### src/rtl/mem_tg2_cfg_width_adapter.sv
// 64-bit AVMM CSR slave to 32-bit TG2 config master width adapter.
// Splits each access into low/high halves and bounds read waits with a timeout.
module mem_tg2_cfg_width_adapter #(
   parameter int S_ADDR_W    = 9,
   parameter int M_ADDR_W    = 10,
   parameter int TIMEOUT_CYC = 256
) (
   input  logic                clk,
   input  logic                reset,
   input  logic                s_read,
   input  logic                s_write,
   input  logic [S_ADDR_W-1:0] s_address,
   input  logic [63:0]         s_writedata,
   input  logic [7:0]          s_byteenable,
   output logic                s_waitrequest,
   output logic [63:0]         s_readdata,
   output logic                s_readdatavalid,
   output logic                m_read,
   output logic                m_write,
   output logic [M_ADDR_W-1:0] m_address,
   output logic [31:0]         m_writedata,
   output logic [3:0]          m_byteenable,
   input  logic                m_waitrequest,
   input  logic [31:0]         m_readdata,
   input  logic                m_readdatavalid,
   output logic                err_timeout,
   output logic                err_stray
);

   localparam int CW = $clog2(TIMEOUT_CYC + 1);
   localparam logic [CW-1:0] TLAST = CW'(TIMEOUT_CYC - 1);
   localparam logic [31:0] TO_WORD = 32'hDEAD_BEEF;

   typedef enum logic [2:0] {
      IDLE, WR_LO, WR_HI, RD_LO, WAIT_LO, RD_HI, WAIT_HI, RESP
   } state_t;

   state_t              state_q, state_d;
   logic [S_ADDR_W-1:0] addr_q, addr_d;
   logic [63:0]         wdata_q, wdata_d;
   logic [7:0]          be_q, be_d;
   logic [31:0]         lo_q, lo_d;
   logic [31:0]         hi_q, hi_d;
   logic [63:0]         rdata_q, rdata_d;
   logic [CW-1:0]       cnt_q, cnt_d;
   logic                err_to_q, err_to_d;
   logic                err_st_q, err_st_d;
   logic                is_wait;

   // State and datapath registers with synchronous reset
   always_ff @(posedge clk) begin
      if (reset) begin
         state_q  <= IDLE;
         addr_q   <= '0;
         wdata_q  <= '0;
         be_q     <= '0;
         lo_q     <= '0;
         hi_q     <= '0;
         rdata_q  <= '0;
         cnt_q    <= '0;
         err_to_q <= 1'b0;
         err_st_q <= 1'b0;
      end else begin
         state_q  <= state_d;
         addr_q   <= addr_d;
         wdata_q  <= wdata_d;
         be_q     <= be_d;
         lo_q     <= lo_d;
         hi_q     <= hi_d;
         rdata_q  <= rdata_d;
         cnt_q    <= cnt_d;
         err_to_q <= err_to_d;
         err_st_q <= err_st_d;
      end
   end

   // Next-state, half capture, timeout count and error flags
   always_comb begin
      state_d  = state_q;
      addr_d   = addr_q;
      wdata_d  = wdata_q;
      be_d     = be_q;
      lo_d     = lo_q;
      hi_d     = hi_q;
      rdata_d  = rdata_q;
      cnt_d    = '0;
      err_to_d = err_to_q;
      err_st_d = err_st_q;
      is_wait  = (state_q == WAIT_LO) || (state_q == WAIT_HI);
      if (m_readdatavalid && !is_wait) err_st_d = 1'b1;
      unique case (state_q)
         IDLE: begin
            if (s_write || s_read) begin
               addr_d  = s_address;
               wdata_d = s_writedata;
               be_d    = s_byteenable;
               lo_d    = '0;
               hi_d    = '0;
            end
            // Write wins when both are requested
            if (s_write) begin
               if (|s_byteenable[3:0])      state_d = WR_LO;
               else if (|s_byteenable[7:4]) state_d = WR_HI;
               else                         state_d = IDLE;
            end else if (s_read) begin
               if (|s_byteenable[3:0])      state_d = RD_LO;
               else if (|s_byteenable[7:4]) state_d = RD_HI;
               else                         state_d = RESP;
            end
         end
         WR_LO: begin
            if (!m_waitrequest) state_d = (|be_q[7:4]) ? WR_HI : IDLE;
         end
         WR_HI: begin
            if (!m_waitrequest) state_d = IDLE;
         end
         RD_LO: begin
            if (!m_waitrequest) state_d = WAIT_LO;
         end
         WAIT_LO: begin
            if (m_readdatavalid) begin
               lo_d    = m_readdata;
               state_d = (|be_q[7:4]) ? RD_HI : RESP;
            end else if (cnt_q == TLAST) begin
               lo_d     = TO_WORD;
               err_to_d = 1'b1;
               state_d  = (|be_q[7:4]) ? RD_HI : RESP;
            end else begin
               cnt_d = cnt_q + CW'(1);
            end
         end
         RD_HI: begin
            if (!m_waitrequest) state_d = WAIT_HI;
         end
         WAIT_HI: begin
            if (m_readdatavalid) begin
               hi_d    = m_readdata;
               state_d = RESP;
            end else if (cnt_q == TLAST) begin
               hi_d     = TO_WORD;
               err_to_d = 1'b1;
               state_d  = RESP;
            end else begin
               cnt_d = cnt_q + CW'(1);
            end
         end
         RESP: state_d = IDLE;
         default: state_d = IDLE;
      endcase
      // Response word is latched on entry so it holds until the next one
      if (state_d == RESP) rdata_d = {hi_d, lo_d};
   end

   // Master command and slave status outputs decoded from state
   always_comb begin
      m_read       = 1'b0;
      m_write      = 1'b0;
      m_address    = '0;
      m_writedata  = '0;
      m_byteenable = '0;
      unique case (state_q)
         WR_LO: begin
            m_write      = 1'b1;
            m_address    = {addr_q, 1'b0};
            m_writedata  = wdata_q[31:0];
            m_byteenable = be_q[3:0];
         end
         WR_HI: begin
            m_write      = 1'b1;
            m_address    = {addr_q, 1'b1};
            m_writedata  = wdata_q[63:32];
            m_byteenable = be_q[7:4];
         end
         RD_LO: begin
            m_read       = 1'b1;
            m_address    = {addr_q, 1'b0};
            m_byteenable = be_q[3:0];
         end
         RD_HI: begin
            m_read       = 1'b1;
            m_address    = {addr_q, 1'b1};
            m_byteenable = be_q[7:4];
         end
         default: ;
      endcase
      s_waitrequest   = (state_q != IDLE) | reset;
      s_readdatavalid = (state_q == RESP);
      s_readdata      = rdata_q;
      err_timeout     = err_to_q;
      err_stray       = err_st_q;
   end

endmodule
### config.mk
export PLATFORM = sky130hd
export DESIGN_NAME = mem_tg2_cfg_width_adapter
export DESIGN_NICKNAME = d
export VERILOG_FILES = /design/src/rtl/mem_tg2_cfg_width_adapter.sv
export SDC_FILE = /design/constraint.sdc
export NUM_CORES = 1
export LEC_CHECK = 0
export ABC_AREA = 1
export BUFFER_PORTS_ARGS = -buffer_cell sky130_fd_sc_hd__buf_2
export CORE_UTILIZATION = 48
export CTS_CLUSTER_SIZE = 28
export DETAILED_ROUTE_END_ITERATION = 10
export PLACE_DENSITY_LB_ADDON = 0.1
export SLEW_MARGIN = 5
export SYNTH_ARGS = -nofsm -noshare
export SYNTH_HDL_FRONTEND = slang
export SYNTH_SLANG_ARGS = --single-unit
### constraint.sdc
create_clock -name clk -period 2.05 [get_ports clk]
set_input_delay 0.3075 -clock clk [delete_from_list [all_inputs] [get_ports clk]]
set_output_delay 0.3075 -clock clk [all_outputs]
set_load 0.02 [all_outputs]
* Yosys cells after proc, flatten, opt, wreduce, memory -nomap -nowiden
Index checks and enable logic that the tools add are counted.
** Operators by class
- Add/sub/neg operators :: 1
- Equal/unequal tests :: 9
- Bitwise gates (word level) :: 3
- Mux-type cells :: 30
- Reduce and logical (&&, ||, !) cells :: 17
** Operators by type and width (count)
- two-way mux 32 bit :: 6
- one-hot mux 32 bit (2 select lines) :: 3
- two-way mux 3 bit :: 11
- one-hot mux 3 bit (8 select lines) :: 1
- one-hot mux 10 bit (2 select lines) :: 1
- OR reduction 4 bit :: 4
- == test 3 bit (second input constant) :: 5
- two-way mux 2 bit :: 5
- OR reduction 2 bit :: 5
- adder 9 x 1 -> 9 bit (second input constant) :: 1
- == test 9 x 8 -> 1 bit (second input constant) :: 1
- one-hot mux 4 bit (2 select lines) :: 1
- == test 3 x 2 -> 1 bit (second input constant) :: 2
- == test 3 x 1 -> 1 bit (second input constant) :: 1
- logical NOT 3 bit :: 1
- AND reduction 3 bit :: 1
- nonzero test 3 bit :: 1
- logical OR 1 bit :: 2
- two-way mux 1 bit :: 2
- inverter 1 bit :: 2
- AND reduction 2 bit :: 1
- logical AND 1 bit :: 1
- logical NOT 1 bit :: 1
- OR 1 bit :: 1
** Word-level totals
- Bits in registers :: 223
- Input port bits :: 119
- Output and inout port bits :: 116

* Logic depth before layout (Yosys ltp)
- Depth after elaboration :: 7
- Depth in mapped cells :: 17

* Worst setup path after synthesis
Ideal clock, no wire load.
- Path type :: flip-flop to flip-flop
- Start point :: register cnt_q[0]
- End point :: register rdata_q[48] (netlist: s_readdata[48])
- Data arrival time :: 2.206 ns
- Data required time :: 1.986 ns
- Setup time :: 0.064 ns
- Stages on the path, launching flop included :: 15
- Path slack :: -0.220 ns
- Clock period less this slack :: 2.270 ns
- Path through :: dfxtp_1 -> ha_1 -> nand2_1 -> nor2_1 -> nand3_1 -> nor3_1 -> ha_1 -> nor2_1 -> inv_1 -> clkbuf_1 -> clkbuf_1 -> o211ai_1 -> o21ai_0 -> nor2_1 -> nor2_1
** On the way
- Cells in the longest elaborated chain, start to end :: 5
- Elaborated cells between the ends (all ways) :: 10
- Classes of those cells :: eq/ne (2); mux (8)
** Ends and longest elaborated chain
- start, declared :: RTL line 45 : logic [CW-1:0] cnt_q, cnt_d;
- start signal, assigned :: RTL line 71 : cnt_q <= cnt_d;
- == test 9 x 8 -> 1 bit (*) :: RTL line 124, 139
- two-way mux 3 bit, on equally long branches :: RTL line 139, 124
- two-way mux 3 bit, on equally long branches :: RTL line 136, 121
- one-hot mux 3 bit (8 select lines) :: RTL line 91 : unique case (state_q)
- == test 3 bit :: RTL line 151 : if (state_d == RESP) rdata_d = {hi_d, lo_d};
- end signal, assigned :: RTL line 70 : rdata_q <= rdata_d;
- end, declared :: RTL line 44 : logic [63:0] rdata_q, rdata_d;
Mark *: on every way between the ends. The rest lies on a longest branch, timed or not.
A chain may end at the register's enable or synchronous reset.

* Final worst setup path
- Start point :: register cnt_q[1]
- End point :: register rdata_q[63] (netlist: s_readdata[63])
Same word-level chain as after synthesis.

==> results.tsv <==
stage	metric	value	unit
sta	fin_crit	2.259	ns
run	cap_violations	0	
final_layout	layout.nets	1761	
logic_synthesis	synth.area.top_cells	dfxtp_1, inv_1, nor2_1	
global_routing	grt_max_degree	163	
logic_synthesis	synth_top_area_cell	dfxtp_1	
sta	fin_worst_skew	0.009971	ns
logic_synthesis	synth_most_common_cell	inv_1	
final_layout	final_cells	1922	
sta	finalCritPeriodShare	110.2	%
placed_design	preCtsSetupSlack	-0.1964	ns
global_routing	grt_usage	28.19	%
route	vias_per_cell	5.051	
logic_synthesis	synth_flop_cell	dfxtp_1	
route	wl	30380	um
sta	rsz0062_at_grt	yes	
setup_path	r2r_slack	-0.21	ns
route	drtAntennaViolNets	0	
logic_synthesis	yosys-top-cells-count	inv_1, dfxtp_1, nor2_1	
sta	worstMarginPinSlew	0.6269	ns
logic_synthesis	ys_async_sr_fraction	0	%
sta	tns	-12.19	ns
sta	fmax	442.7	MHz
clock_network	hold_buffers	0	
power_and_ir_drop	fin_total_pwr	0.01236	W
min_path	holdPathEnd	wdata_q[34]	
global_routing	grt_overflow	0	
route	dr_wl_met2	15150	um
clock_network	h-tree-depth	1	
sta	slew-limit-headroom	58.21	%
sta	slew_violations	0	
logic_synthesis	synth_nets	1494	
clock_network	tritoncts	yes	
logic_synthesis	yosys.area.top_type_share	46.24	%
sta	hold_viol	0	
power_and_ir_drop	p_leak	6.151	nW
min_path	hold_start	s_writedata[34]	
route	routedWlPerCell	15.80	um
clock_network	path_clk_slew	0.06	ns
route	wl_met3	2006	um
setup_path	crit_start	cnt_q[1]	
floorplanning	die_w	143.8	um
placed_design	hpwl	18880	um
logic_synthesis	synth_cell_types	30	
floorplanning	initial_core_util	49.29	%
route	vias	9708	
floorplanning	io_pins	235	
final_layout	post-route-util	70.56	%
setup_path	worst_ep_arrival_time	2.70	ns
min_path	min_path_cells	3	
floorplanning	die-area	0.02069	mm2
route	first_pass_iters	7	
setup_path	endpoint_kind	flop	
placed_design	place_congestion	0.8278	
global_routing	grt_pass1_vias	8899	
clock_network	cts_buffers	24	
clock_network	cts.sinks	223	
floorplanning	die_y	143.8	um
sta	setup_slack	-0.2090	ns
run_status	failed_checks	negative setup slack	
global_routing	grt_first_pass_wirelength	45660	um
logic_synthesis	synth_cells	1373	
floorplanning	core_area	0.01959	mm2
setup_path	worstReg2RegStart	cnt_q[1]	
setup_path	r2r_cells	18	
route	drcViolationCount	0	
logic_synthesis	seq_area_frac_synth	46.24	%
min_path	min_path_type	in -> reg	
setup_path	start_kind	flop	
route	highest_layer	met5	
clock_network	clock_path_buffers	3	
logic_synthesis	ys_seq_elements	223	
clock_network	worst_skew_pair.late_latency	0.51	ns
run_status	status	finished with violations	
clock_network	cts_root_buffer	clkbuf_16	
final_layout	drive_gt1_share	31.86	%
final_layout	n_antenna_cell	0	
placed_design	io_buffers	234	
logic_synthesis	yosysWarnings	0	
route	wl_met1	12380	um
setup_path	rr_endpoint	s_readdata[63]	
power_and_ir_drop	peakVddDrop	0.6644	mV
setup_path	crit_fanout	8	
logic_synthesis	synth_edf_count	0	
logic_synthesis	syn_area	0.009656	mm2
power_and_ir_drop	power.density	894.2	mW/mm2
placed_design	dpl.cell_count	1843	
sta	setup_violations	101	
global_routing	antenna_found_initial	1	
final_layout	area_growth	43.15	%
route	drt_iter0_drc	511	
setup_path	required	2.49	ns
logic_synthesis	avgSynthCellArea	7.032	um2
floorplanning	fp-row-count	51	
setup_path	crit_type	reg -> reg	
## sequential cells by signal, indices dropped and copies added (netlist names)
name,count
state_q,3
lo_q,32
err_timeout,1
be_q,8
s_readdata,64
addr_q,9
hi_q,32
cnt_q,9
err_stray,1
wdata_q,64
## report_power, final
| part | total, W | leakage (nW) | switching [W] | internal [W] |
|---|---|---|---|---|
| registers | 0.00479 | 1.82 | 0.000117 | 0.00467 |
| logic | 0.00316 | 3.93 | 0.00191 | 0.00126 |
| clock network | 0.00441 | 0.404 | 0.00174 | 0.00267 |
## timing repair
item                       4_1_cts  5_1_grt
gates cloned                     8        4
resized for setup              192       89
buffers inserted                19       11
pin swaps                       15       18
setup endpoints to repair      133      159
## cell type report
| type | count | area [um2] |
|---|---|---|
| Multi-Input combinational cell | 823 | 4662 |
| Clock buffer | 38 | 764.5 |
| Clock inverter | 5 | 52.55 |
| Tap cell | 265 | 331.6 |
| Inverter | 239 | 920.9 |
| Fill cell | 1623 | 5768 |
| Sequential cell | 223 | 4476 |
| Timing Repair Buffer | 329 | 2615 |
## stage by stage
step	hold slack, ns	area, um2
3_3_place_gp	0.4377	11470
4_1_cts	0.05615	13420
5_1_grt	0.07757	13820
3_5_place_dp	0.4426	11470
2_1_floorplan	0.4203	9713
6_report	0.06998	13820
## logic make-up (layout without fill, tap and decap cells)
logic type                 after synthesis  in the layout  synth area share [%]
DFF                                    223            223                 46.24
buffers and inverters                  327            611                 13.28
adders and majority gates                2              2                0.2591
and+or+nand+nor                        471            471                 19.92
xor gates and xnor gates                 1              1               0.09073
AOI/OAI and AO/OA                      349            349                 20.22
## layer usage
| layer | global-route usage, % | vias to the layer above |
|---|---|---|
| met2 | 50.50 | 288 |
| li1 | - | 4885 |
| met3 | 6.198 | 53 |
| met5 | 0 | - |
| met1 | 33.73 | 4480 |
| met4 | 7.447 | 2 |
## how the worst max path moves through the flow
stage,endpoint,cells past startpoint
floorplan,s_readdata[46],17
global placement,s_readdata[12],15
detailed placement,s_readdata[12],15
CTS,m_writedata[0],9
global route,s_readdata[22],18
finish,s_readdata[63],18
## worst max-delay path: stages (launching register included)
cell	delay (ns)
dfxtp_2	0.36
ha_4	0.15
nand2_4	0.05
nor2_4	0.11
nand3_2	0.09
nor3_2	0.13
ha_2	0.24
nor2_4	0.06
nor2_1	0.09
nand2_1	0.07
nand2_1	0.09
nor2_2	0.05
nand2_2	0.11
nand2_4	0.09
buf_12	0.13
clkbuf_16	0.16
nand2_2	0.05
nand2_1	0.04
nor2_1	0.11
## cell usage in the layout, fill, tap and decap left out, types with 23 or more instances in the layout
master	n
a21oi_1	121
buf_2	196
buf_4	46
buf_6	56
clkbuf_16	28
dfxtp_1	218
inv_1	224
nand2_1	163
nand3_1	23
nor2_1	195
o211ai_1	40
o21ai_0	114
o22ai_4	32
or2_2	30
No activity file was read; power rests on OpenSTA's default activity.
